**src/rtl/int_ctrl_pkg.sv**
```systemverilog
// Shared types and constants for the interrupt controller and the cpu-side decode.
// Holds the FSM encoding, the line count and the default vector table placement.
package int_ctrl_pkg;

  localparam int NUM_IRQ = 4;
  localparam int ID_W = $clog2(NUM_IRQ);
  localparam logic [9:0] VEC_BASE_DFLT = 10'h3C0;
  localparam int VEC_STRIDE_DFLT = 16;

  typedef enum logic [1:0] {
    IDLE    = 2'd0,
    REQ     = 2'd1,
    SERVICE = 2'd2
  } state_t;

  // Fixed priority: the lowest set index wins.
  function automatic logic [ID_W-1:0] lowest_set(input logic [NUM_IRQ-1:0] v);
    lowest_set = '0;
    for (int i = NUM_IRQ - 1; i >= 0; i--) begin
      if (v[i]) lowest_set = ID_W'(i);
    end
  endfunction

endpackage

```
**src/rtl/irq_edge_sync.sv**
```systemverilog
// Per-line optional synchronizer plus rising-edge detector with a registered one-cycle event.
// Latency: event is visible one cycle after the edge is sampled, plus one cycle per sync stage.
module irq_edge_sync #(
  parameter int SYNC_STAGES = 0
) (
  input  logic clk,
  input  logic reset,
  input  logic line,
  output logic evt
);

  logic synced;
  logic hist_q, hist_d;
  logic evt_q, evt_d;

  generate
    if (SYNC_STAGES > 0) begin : g_sync
      logic [SYNC_STAGES-1:0] sync_q, sync_d;

      always_comb begin
        sync_d = SYNC_STAGES'({sync_q, line});
      end

      always_ff @(posedge clk or negedge reset) begin
        if (!reset) sync_q <= '0;
        else        sync_q <= sync_d;
      end

      assign synced = sync_q[SYNC_STAGES-1];
    end else begin : g_nosync
      assign synced = line;
    end
  endgenerate

  always_comb begin
    hist_d = synced;
    evt_d  = synced & ~hist_q;
  end

  // History clears to 0 so a line already high at reset release yields one event.
  always_ff @(posedge clk or negedge reset) begin
    if (!reset) begin
      hist_q <= 1'b0;
      evt_q  <= 1'b0;
    end else begin
      hist_q <= hist_d;
      evt_q  <= evt_d;
    end
  end

  assign evt = evt_q;

endmodule

```
**src/rtl/int_ctrl.sv**
```systemverilog
// Interrupt controller: sticky pending bits, mask, fixed priority and a req/ack/ret handshake.
// Latency: sampled edge -> pending after +1 edge -> int_req after +2 edges (plus sync stages).
module int_ctrl
  import int_ctrl_pkg::*;
#(
  parameter int                SYNC_STAGES = 0,
  parameter int                ADDR_W      = 10,
  parameter logic [ADDR_W-1:0] VEC_BASE    = ADDR_W'(VEC_BASE_DFLT),
  parameter int                VEC_STRIDE  = VEC_STRIDE_DFLT
) (
  input  logic               clk,
  input  logic               reset,
  input  logic [NUM_IRQ-1:0] irq_in,
  input  logic               mask_we,
  input  logic [NUM_IRQ-1:0] mask_wdata,
  input  logic               int_ack,
  input  logic               int_ret,
  output logic               int_req,
  output logic [ID_W-1:0]    int_id,
  output logic [ADDR_W-1:0]  int_addr,
  output logic               in_service,
  output logic [NUM_IRQ-1:0] pending,
  output logic [NUM_IRQ-1:0] mask,
  output logic [NUM_IRQ-1:0] overflow
);

  logic [NUM_IRQ-1:0] evt;
  logic [NUM_IRQ-1:0] pend_q, pend_d;
  logic [NUM_IRQ-1:0] ovf_q, ovf_d;
  logic [NUM_IRQ-1:0] mask_q, mask_d;
  logic [NUM_IRQ-1:0] elig;
  logic [NUM_IRQ-1:0] ack_clr;

  state_t          state_q;
  logic            int_req_q;
  logic            in_service_q;
  logic [ID_W-1:0] int_id_q;

  for (genvar i = 0; i < NUM_IRQ; i++) begin : g_line
    irq_edge_sync #(.SYNC_STAGES(SYNC_STAGES)) u_sync (
      .clk   (clk),
      .reset (reset),
      .line  (irq_in[i]),
      .evt   (evt[i])
    );
  end

  assign elig = pend_q & mask_q;

  always_comb begin
    ack_clr = '0;
    if (state_q == REQ && int_ack) ack_clr[int_id_q] = 1'b1;
  end

  // An ack together with a fresh event keeps the line pending; an event on an
  // already-pending, un-acked line is lost and flagged instead.
  always_comb begin
    pend_d = pend_q;
    ovf_d  = ovf_q;
    for (int i = 0; i < NUM_IRQ; i++) begin
      if (ack_clr[i]) begin
        pend_d[i] = evt[i];
        ovf_d[i]  = 1'b0;
      end else begin
        pend_d[i] = pend_q[i] | evt[i];
        ovf_d[i]  = ovf_q[i] | (evt[i] & pend_q[i]);
      end
    end
    mask_d = mask_we ? mask_wdata : mask_q;
  end

  always_ff @(posedge clk or negedge reset) begin
    if (!reset) begin
      pend_q <= '0;
      ovf_q  <= '0;
      mask_q <= '0;
    end else begin
      pend_q <= pend_d;
      ovf_q  <= ovf_d;
      mask_q <= mask_d;
    end
  end

  // int_id is latched on entry to REQ and held through SERVICE: no preemption.
  always_ff @(posedge clk or negedge reset) begin
    if (!reset) begin
      state_q      <= IDLE;
      int_req_q    <= 1'b0;
      in_service_q <= 1'b0;
      int_id_q     <= '0;
    end else begin
      case (state_q)
        IDLE: begin
          if (|elig) begin
            state_q   <= REQ;
            int_req_q <= 1'b1;
            int_id_q  <= lowest_set(elig);
          end
        end
        REQ: begin
          if (int_ack) begin
            state_q      <= SERVICE;
            int_req_q    <= 1'b0;
            in_service_q <= 1'b1;
          end else if (!elig[int_id_q]) begin
            state_q   <= IDLE;
            int_req_q <= 1'b0;
          end
        end
        SERVICE: begin
          if (int_ret) begin
            state_q      <= IDLE;
            in_service_q <= 1'b0;
          end
        end
        default: begin
          state_q      <= IDLE;
          int_req_q    <= 1'b0;
          in_service_q <= 1'b0;
        end
      endcase
    end
  end

  assign int_req    = int_req_q;
  assign int_id     = int_id_q;
  assign in_service = in_service_q;
  assign pending    = pend_q;
  assign mask       = mask_q;
  assign overflow   = ovf_q;
  assign int_addr   = VEC_BASE + ADDR_W'(int_id_q) * ADDR_W'(VEC_STRIDE);

endmodule
```
**config.mk**
```make
export PLATFORM = sky130hd
export DESIGN_NAME = int_ctrl
export DESIGN_NICKNAME = d
export VERILOG_FILES = /design/src/rtl/int_ctrl_pkg.sv /design/src/rtl/irq_edge_sync.sv /design/src/rtl/int_ctrl.sv
export SDC_FILE = /design/constraint.sdc
export NUM_CORES = 1
export LEC_CHECK = 0
export ABC_CLOCK_PERIOD_IN_PS = 4550
export CAP_MARGIN = 20
export CELL_PAD_IN_SITES_DETAIL_PLACEMENT = 1
export CELL_PAD_IN_SITES_GLOBAL_PLACEMENT = 2
export CORE_MARGIN = 2
export CORE_UTILIZATION = 29
export CTS_CLUSTER_DIAMETER = 30
export CTS_CLUSTER_SIZE = 16
export DETAILED_ROUTE_END_ITERATION = 12
export PLACE_DENSITY = 0.94
export SLEW_MARGIN = 25
export SYNTH_ARGS = -nofsm -noshare
export SYNTH_HDL_FRONTEND = slang
export SYNTH_SLANG_ARGS = --single-unit
export TNS_END_PERCENT = 50
```
**constraint.sdc**
```tcl
create_clock -name clk -period 4.55 [get_ports clk]
set_clock_uncertainty 0.2 [all_clocks]
set_input_delay 1.1375 -clock clk [delete_from_list [all_inputs] [get_ports clk]]
set_output_delay 1.1375 -clock clk [all_outputs]
set_load 0.02 [all_outputs]
```
==> results of run 1 <==
[final timing paths]
check	from	end	slack, ns	cells past startpoint
setup / recovery	int_id[1]$_DFFE_PN0P_	int_addr[5]	1.65	1
hold / removal	g_line[3].u_sync.hist_q$_DFF_PN0_	g_line[3].u_sync.evt$_DFF_PN0_	0.20	1
setup reg to reg	int_id[1]$_DFFE_PN0P_	int_req$_DFFE_PN0P_	2.97	4
hold reg to reg	g_line[3].u_sync.hist_q$_DFF_PN0_	g_line[3].u_sync.evt$_DFF_PN0_	0.20	1
max in group asynchronous	reset	int_req$_DFFE_PN0P_	3.15	1
min in group asynchronous	reset	mask[2]$_DFFE_PN0P_	0.64	1
[worst register-to-register path, cell delays in order (launching register included)]
cell       delay, ns
dfrtp_1         0.53
nand4bb_1       0.27
and4_4          0.22
o31ai_2         0.17
a21o_1          0.14
[flip-flops by register name, summed over array words and instances, names as in the netlist]
register / count
overflow: 4
g_line.u_sync.hist_q: 4
in_service: 1
g_line.u_sync.evt: 4
state_q: 2
int_id: 2
int_req: 1
mask: 4
pending: 4
[cell usage in the layout, fill, tap and decap left out, types with 4 or more instances in the layout]
cell type | synthesis | routed
clkbuf_8 | 0 | 4
nor2b_1 | 4 | 4
mux2_2 | 4 | 4
a21o_1 | 6 | 6
nor2_1 | 5 | 5
conb_1 | 2 | 8
a21oi_1 | 8 | 8
dfrtp_1 | 26 | 26
clkdlybuf4s50_1 | 0 | 29
nand2_1 | 8 | 8
[final cells by class]
class	count	area, um2	area share, %
Timing Repair Buffer	30	295	20.3
Clock buffer	4	55.1	3.79
Inverter	1	3.75	0.258
Tap cell	48	60.1	4.13
Sequential cell	26	651	44.8
Multi-Input combinational cell	62	388	26.7
[cells by family (layout without fill, tap and decap cells)]
logic type,after synthesis,after routing
flops,26,26
buf+inv,13,35
mux,5,5
compound gates,21,21
other cells,2,8
simple gates,28,28
[power groups by stage]
| stage | sequential, uW | clock (uW) | combinational, uW |
|---|---|---|---|
| 2_1_floorplan | 413 | 0 | 195 |
| 3_3_place_gp | 383 | 0 | 355 |
| 3_5_place_dp | 391 | 0 | 367 |
| 4_1_cts | 386 | 156 | 371 |
| 5_1_grt | 397 | 165 | 396 |
| 6_report | 385 | 150 | 366 |
[per-layer routing]
metal / routed length [um] / vias to the layer above / part of all wire [%] / track usage, %
met2: 1160 / 31 / 47 / 19.6
met3: 153 / 4 / 6.2 / 3.92
met5: 0 / - / 0 / 0
li1: - / 368 / - / -
met4: 56 / 0 / 2.3 / 6.89
met1: 1080 / 391 / 44 / 16.7
[per-stage QoR]
stage | hold WS [ns] | total power (uW) | instance area [um2] | worst slack [ns] | util, %
final | 0.199 | 902 | 1450 | 1.65 | 39.4
after detailed placement | 0.185 | 758 | 1400 | 1.92 | 37.9
after global placement | 0.185 | 738 | 1400 | 1.92 | 38.0
after floorplan | 0.178 | 608 | 1140 | 2.56 | -
after CTS | 0.202 | 913 | 1450 | 1.65 | 39.4
after global routing | 0.217 | 958 | 1450 | 1.59 | 39.4
==> results.cfg, run 1 <==
[power_and_ir_drop]
power.leakage_uw = 0.000614
pwr-share-clk_pct = 16.7
p_comb_share_pct = 40.6
p_seq_share_pct = 42.7
intPower_uw = 559
switching_share_pct = 38.0
p_per_area_mw_per_mm2 = 621
p_switching_uw = 343
vdd_drop_max_uv = 300

[timing]
finalSetupTns_ns = 0
fin_crit_ns = 2.90
finalCritPeriodShare_pct = 63.7
rsz0062_at_grt = no
max_freq_ghz = 0.345
slew_headroom_pct = 63.5
slew_violations = 0
finalSetupViolCount = 0
hold_viol = 0
worst_pin_slew_ns = 0.547

[synthesis]
synth_fa_ha_area_share_pct = 0
yosys.area.top_type = dfrtp_1
synth_edf_count = 0
synth_cell_type_count = 27
synthSimpleGateAreaFrac_pct = 14.0
synth_top_family_by_area = simple AND/OR/NAND/NOR gates
yosysSeqAreaShare_pct = 58.2
synth_common_cells = dfrtp_1 (26), buf_4 (10), a21oi_1 (8), nand2_1 (8), a21o_1 (6)
yosys_most_used_dff = dfrtp_1
synth_xor_area_share_pct = 0
synth_seq_cells = 26
syn-cell-area_mm2 = 0.00112
syn_avg_cell_area_um2 = 11.8
synth_mux_area_share_pct = 5.38
synth-compound-area-share_pct = 12.7
async_flop_share_pct = 100
post-synth-top-count-cell = dfrtp_1
syn_inst = 95
synth_warnings = 0
synth_top_area_share_pct = 58.2
synthTopCellsByArea = dfrtp_1 (58%), buf_4 (6.7%), a21o_1 (4.0%)

[critical_path]
cp.arrival_ns = 1.56
worstPathRequired_ns = 3.21
start_kind = flip-flop
critPathBufInv = 1
crit_family = buffers and inverters
critical_path_class = reg2out
max_stage_delay_ns = 0.69
slowest_stage = clkdlybuf4s50_1
crit_chain = clkdlybuf4s50_1
worstPathMaxFanout = 13
endpoint_kind = primary output

[clock_network]
clk_path_buf_depth = 2
path_clk_slew_ns = 0.08
cts_tree = done
clock_tree.root_cell = clkbuf_8
ctsHoldBuffers = 0
cts_buffers = 3
cts_setup_buffers = 0
h-tree-depth = 1
cts_resized = 0
cts.sinks = 26
clkLatencyLatePin_ns = 0.28

[drt]
drtIter0Drc = 4
antenna_left = 0
num_vias = 794
drc = 0
vias_per_cell = 4.64
first_pass_iters = 2
wl_per_cell_um = 14.4
routed_wl_um = 2460

[cells_and_area]
antenna_cells = 0
final_layout_size_suffix_gt1_share_pct = 9.76
nFillCells = 426
stdcell_count = 171
nets = 137
syn_to_final_growth_pct = 30.0

[placed_design]
hpwlAfterDp_um = 1830
io_buffers = 30
globalplace.congestion = 0.687
place_inst = 167

[outcome]
status = complete, no violations

[floorplanning]
die_w_um = 66.1
die_area_mm2 = 0.00437
die_h_um = 66.1
core_area_mm2 = 0.00369
ioPinCount = 39
initial_core_util_pct = 30.3
rows = 22

[grt]
gr-total-overflow = 0
grt_usage_pct = 13.0
grt_pass1_vias = 901
antenna_found_initial = 0
grt_pass1_wl_um = 4240
grt_max_degree = 27

[min_path]
hold_class = reg2reg

[run]
max_cap_viol_count = 0
No activity file was read; power rests on OpenSTA's default activity.
==> inputs of run 2 (changes only) <==
Settings changed: ABC_CLOCK_PERIOD_IN_PS 4550 to 2800, CORE_UTILIZATION 29 to 27, PLACE_DENSITY 0.94 to 0.89.
Clock period 4.55 ns to 2.8 ns, I/O delays scaled along.
==> results.cfg, run 2 (synthesis gave the netlist of run 1 again) <==
[drt]
vias_per_cell = 4.55
wl_per_cell_um = 14.7
antenna_left = 0
drtIter0Drc = 21
drc = 0
first_pass_iters = 4
num_vias = 792
routed_wl_um = 2560

[clock_network]
cts_setup_buffers = 0
h-tree-depth = 1
path_clk_slew_ns = 0.08
cts_resized = 0
cts.sinks = 26
cts_tree = done
clk_path_buf_depth = 2
clock_tree.root_cell = clkbuf_8
cts_buffers = 3
clkLatencyLatePin_ns = 0.26
ctsHoldBuffers = 0

[timing]
finalCritPeriodShare_pct = 87.1
max_freq_ghz = 0.410
finalSetupViolCount = 0
rsz0062_at_grt = no
finalSetupTns_ns = 0
hold_viol = 0
fin_crit_ns = 2.44
slew_violations = 0

[cells_and_area]
final_cell_mix = clkdlybuf4s50_1 (30), dfrtp_1 (26), nand2_1 (8), a21oi_1 (8), conb_1 (8)
nFillCells = 444
regArea_um2 = 651
final_layout_size_suffix_gt1_share_pct = 9.68
multiInputGateArea_um2 = 388
nets = 138
layout_commonest_cell = clkdlybuf4s50_1
antenna_cells = 0
syn_to_final_growth_pct = 31.4

[critical_path]
reg2reg_slack_ns = 1.23
max_stage_delay_ns = 0.68
worstPathMaxFanout = 12
crit_chain = clkdlybuf4s50_1
start_kind = flip-flop
ff2ff_path_depth = 3
reg2reg_to = int_id[0]$_DFFE_PN0P_
r2r_start = pending[0]$_DFF_PN0_
slowest_stage = clkdlybuf4s50_1
endpoint_kind = primary output
critical_path_class = reg2out
cp.arrival_ns = 1.54
worstPathRequired_ns = 1.90
critPathBufInv = 1
crit_family = buffers and inverters

[power_and_ir_drop]
p_per_area_mw_per_mm2 = 995
intPower_uw = 909
p_seq_share_pct = 43.2
vdd_drop_max_uv = 344
power.leakage_uw = 0.000619
pwr-share-clk_pct = 16.1
p_comb_share_pct = 40.7
switching_share_pct = 37.7
p_switching_uw = 551
p_total_uw = 1460

[run]
max_cap_viol_count = 0

[grt]
grt_pass1_wl_um = 4260
grt_pass1_vias = 901
antenna_found_initial = 0
grt_usage_pct = 12.3
grt_max_degree = 27
gr-total-overflow = 0

[placed_design]
hpwlAfterDp_um = 1830
io_buffers = 30
globalplace.congestion = 0.690

[min_path]
min_to = g_line[0].u_sync.evt$_DFF_PN0_
min_from = g_line[0].u_sync.hist_q$_DFF_PN0_
hold_class = reg2reg
hold-path-cell-count = 1

[floorplanning]
die_h_um = 68.3
die_w_um = 68.3
initial_core_util_pct = 27.9
ioPinCount = 39
die_area_mm2 = 0.00467
rows = 23
core_area_mm2 = 0.00400

[outcome]
status = complete, no violations
run 2: stage by stage:
stage          worst slack (ns)  hold slack (ns)  instance area [um2]  std cells  util [%]
2_1_floorplan              1.24            0.178                 1140        101         -
3_3_place_gp              0.620            0.185                 1410        170      35.3
5_1_grt                   0.273            0.225                 1470        174      36.7
4_1_cts                   0.342            0.209                 1470        174      36.7
3_5_place_dp              0.612            0.197                 1410        170      35.3
6_report                  0.361            0.205                 1470        174      36.7
run 2: metal layers:
metal	vias up	share of wire (%)	track usage [%]
met2	27	53	22.1
met1	397	41	15.1
met3	0	5.4	2.30
li1	368	-	-
met4	0	0	3.00
met5	-	0	0
run 2: final cells by class:
type	instances	area share [%]
inverter	1	0.256
multi-input combinational	62	26.4
sequential	26	44.3
tap	50	4.26
timing repair buffer	31	21.0
clock buffer	4	3.75
run 2: how the worst max path moves through the flow:
| stage | depth (start not counted) | to | startpoint |
|---|---|---|---|
| final | 1 | int_id[0] | int_id[0]$_DFFE_PN0P_ |
| after global routing | 1 | int_id[0] | int_id[0]$_DFFE_PN0P_ |
| after CTS | 1 | int_id[0] | int_id[0]$_DFFE_PN0P_ |
| after detailed placement | 5 | pending[1]$_DFF_PN0_ | int_ack |
| after global placement | 5 | pending[1]$_DFF_PN0_ | int_ack |
| after floorplan | 1 | int_id[1] | int_id[1]$_DFFE_PN0P_ |
run 2: power groups by stage:
stage | Combinational, uW | Clock [uW] | Sequential, uW
after global routing | 643 | 268 | 653
after detailed placement | 596 | 0 | 631
final | 594 | 235 | 631
after CTS | 604 | 245 | 632
after global placement | 582 | 0 | 624
after floorplan | 317 | 0 | 671
==> RTL change (config.mk and constraints of run 2) <==
Change the parameter `ADDR_W` from 10 to 11.
--- a/src/rtl/int_ctrl.sv
+++ b/src/rtl/int_ctrl.sv
@@ -6,3 +6,3 @@
   parameter int                SYNC_STAGES = 0,
-  parameter int                ADDR_W      = 10,
+  parameter int                ADDR_W      = 11,
   parameter logic [ADDR_W-1:0] VEC_BASE    = ADDR_W'(VEC_BASE_DFLT),
Ports: changed (resized int_addr); port bits go from 39 to 40. No check against the original RTL was run, so the function may have changed too.
==> RTL change against run 2 <==
Power shrank 2.4%; synthesized area grew 0.67%; worst setup slack gained 0.0083 ns; final area shrank 0.68%; clock power shrank 12%; routed wire length shrank 1.8%; register-to-register slack is essentially flat; count of clock-buffer cells in the layout shrank 1; via count grew 0.63%; non-clock buffer count is the same; sequential cell count is the same; utilization shrank 0.25 points; critical endpoint is now int_id[1].
==> RTL change: results (changes against run 2) <==
| Metric | Value |
|---|---|
| CTS resizes | `0 (unchanged)` |
| Main flop type after synthesis | `dfrtp_1` |
| Worst path top cell family by delay | `buffers and inverters` |
| Top cells by area, synth | `dfrtp_1 58%, buf_4 7.3%, a21o_1 4.0%, mux2_2 4.0%, a21oi_1 3.6%` |
| Maximum VDD drop | `0.447 mV (+30%)` |
| WHS Endpoint | `g_line[1].u_sync.evt` |
| MaxCap Viol Count | `0 (unchanged)` |
| Post-CTS Setup Bufs | `0 (unchanged)` |
| H-tree depth | `1 (unchanged)` |
| HP Start | `g_line[1].u_sync.hist_q` |
| First-pass GRT wire length | `4.16 mm (-2.3%)` |
| Number of global-route vias before repair | `898 (-0.33%)` |
| WL met2 | `1.23 mm (-9.1%)` |
| Status | `finished, final reports clean` |
| Routed via count | `797 (+0.63%)` |
| Largest net degree at the start of global routing | `27 (unchanged)` |
| Routed Wire Length | `2.51 mm (-1.8%)` |
| Fill cells | `440 (-0.90%)` |
| DP Wirelength | `1.90 mm (+4.0%)` |
| Synth cell types | `27 (unchanged)` |
| Antenna diodes | `0 (unchanged)` |
| Hold depth | `1 (unchanged)` |
| Drt first pass iters | `3 (-1)` |
| F_max | `411 MHz (+0.34%)` |
| CP startpoint | `int_id[1]` |
| Met2 Use GR | `0.210 (-0.0105)` |
| Met1 GRT Util | `0.147 (-0.00383)` |
| GPL Wtd Cong | `0.702 (+1.6%)` |
| Grt met3 use | `0.0244 (+0.00132)` |
| Crit path DAT | `1.53 ns` |
| Critical Path End | `int_id[1]` |
| All-Layer GR Usage | `0.121 (-0.00198)` |
| Share of cells above drive strength 1 | `0.0887 (-0.00806)` |
| Syn avg cell area | `11.7 um2 (-0.38%)` |
| Post-synth top cells | `26 x dfrtp_1, 11 x buf_4, 8 x a21oi_1, 8 x nand2_1, 6 x a21o_1` |
| Cell count after placement | `171 (+0.59%)` |
| CP Max Fanout | `13 (+1)` |
| Met3 WL | `158 um (+14%)` |
| Register area share after synthesis | `0.578 (-0.00389)` |
| Via/cell ratio | `4.58 (+0.63%)` |
| Met1 WL | `1.09 mm (+2.7%)` |
| Max Used Layer | `met4` |
| Synth Warn # | `0 (unchanged)` |
| Asr flop ratio synth | `1.00 (unchanged)` |
| Nets | `139 (+0.72%)` |
| Reg2reg path depth | `3 (unchanged)` |
| Worst hold margin | `0.200 ns (-0.00498 ns)` |
| Leakage | `0.615 nW (-0.64%)` |
| Placed cell area | `0.00142 mm2 (+0.27%)` |
| Drt first-iter violations | `23 (+9.5%)` |
| Pre-CTS setup slack | `0.607 ns (-0.00550 ns)` |
==> RTL change: final cells by class <==
type                            count  area (um2)  share of cell area
Sequential cell                    26         651               0.446
Multi-Input combinational cell     63         392               0.269
Timing Repair Buffer               31         308               0.211
Tap cell                           50        62.6              0.0429
Clock buffer                        3        41.3              0.0283
Inverter                            1        3.75             0.00258
==> RTL change: report_power, final <==
group	internal, mW	leakage, nW	total [mW]	switching (mW)
clock network	0.0963	0.0216	0.206	0.110
logic	0.309	0.300	0.596	0.287
registers	0.476	0.293	0.623	0.148
total	0.881	0.615	1.43	0.545
==> RTL change: cell families after synthesis <==
kind of cell,count (synthesis),synth area share
and+or+nand+nor,28,0.139
DFF,26,0.578
AOI/OAI and AO/OA,21,0.126
buffers and inverters,14,0.0968
muxes,5,0.0534
other,2,0.00668
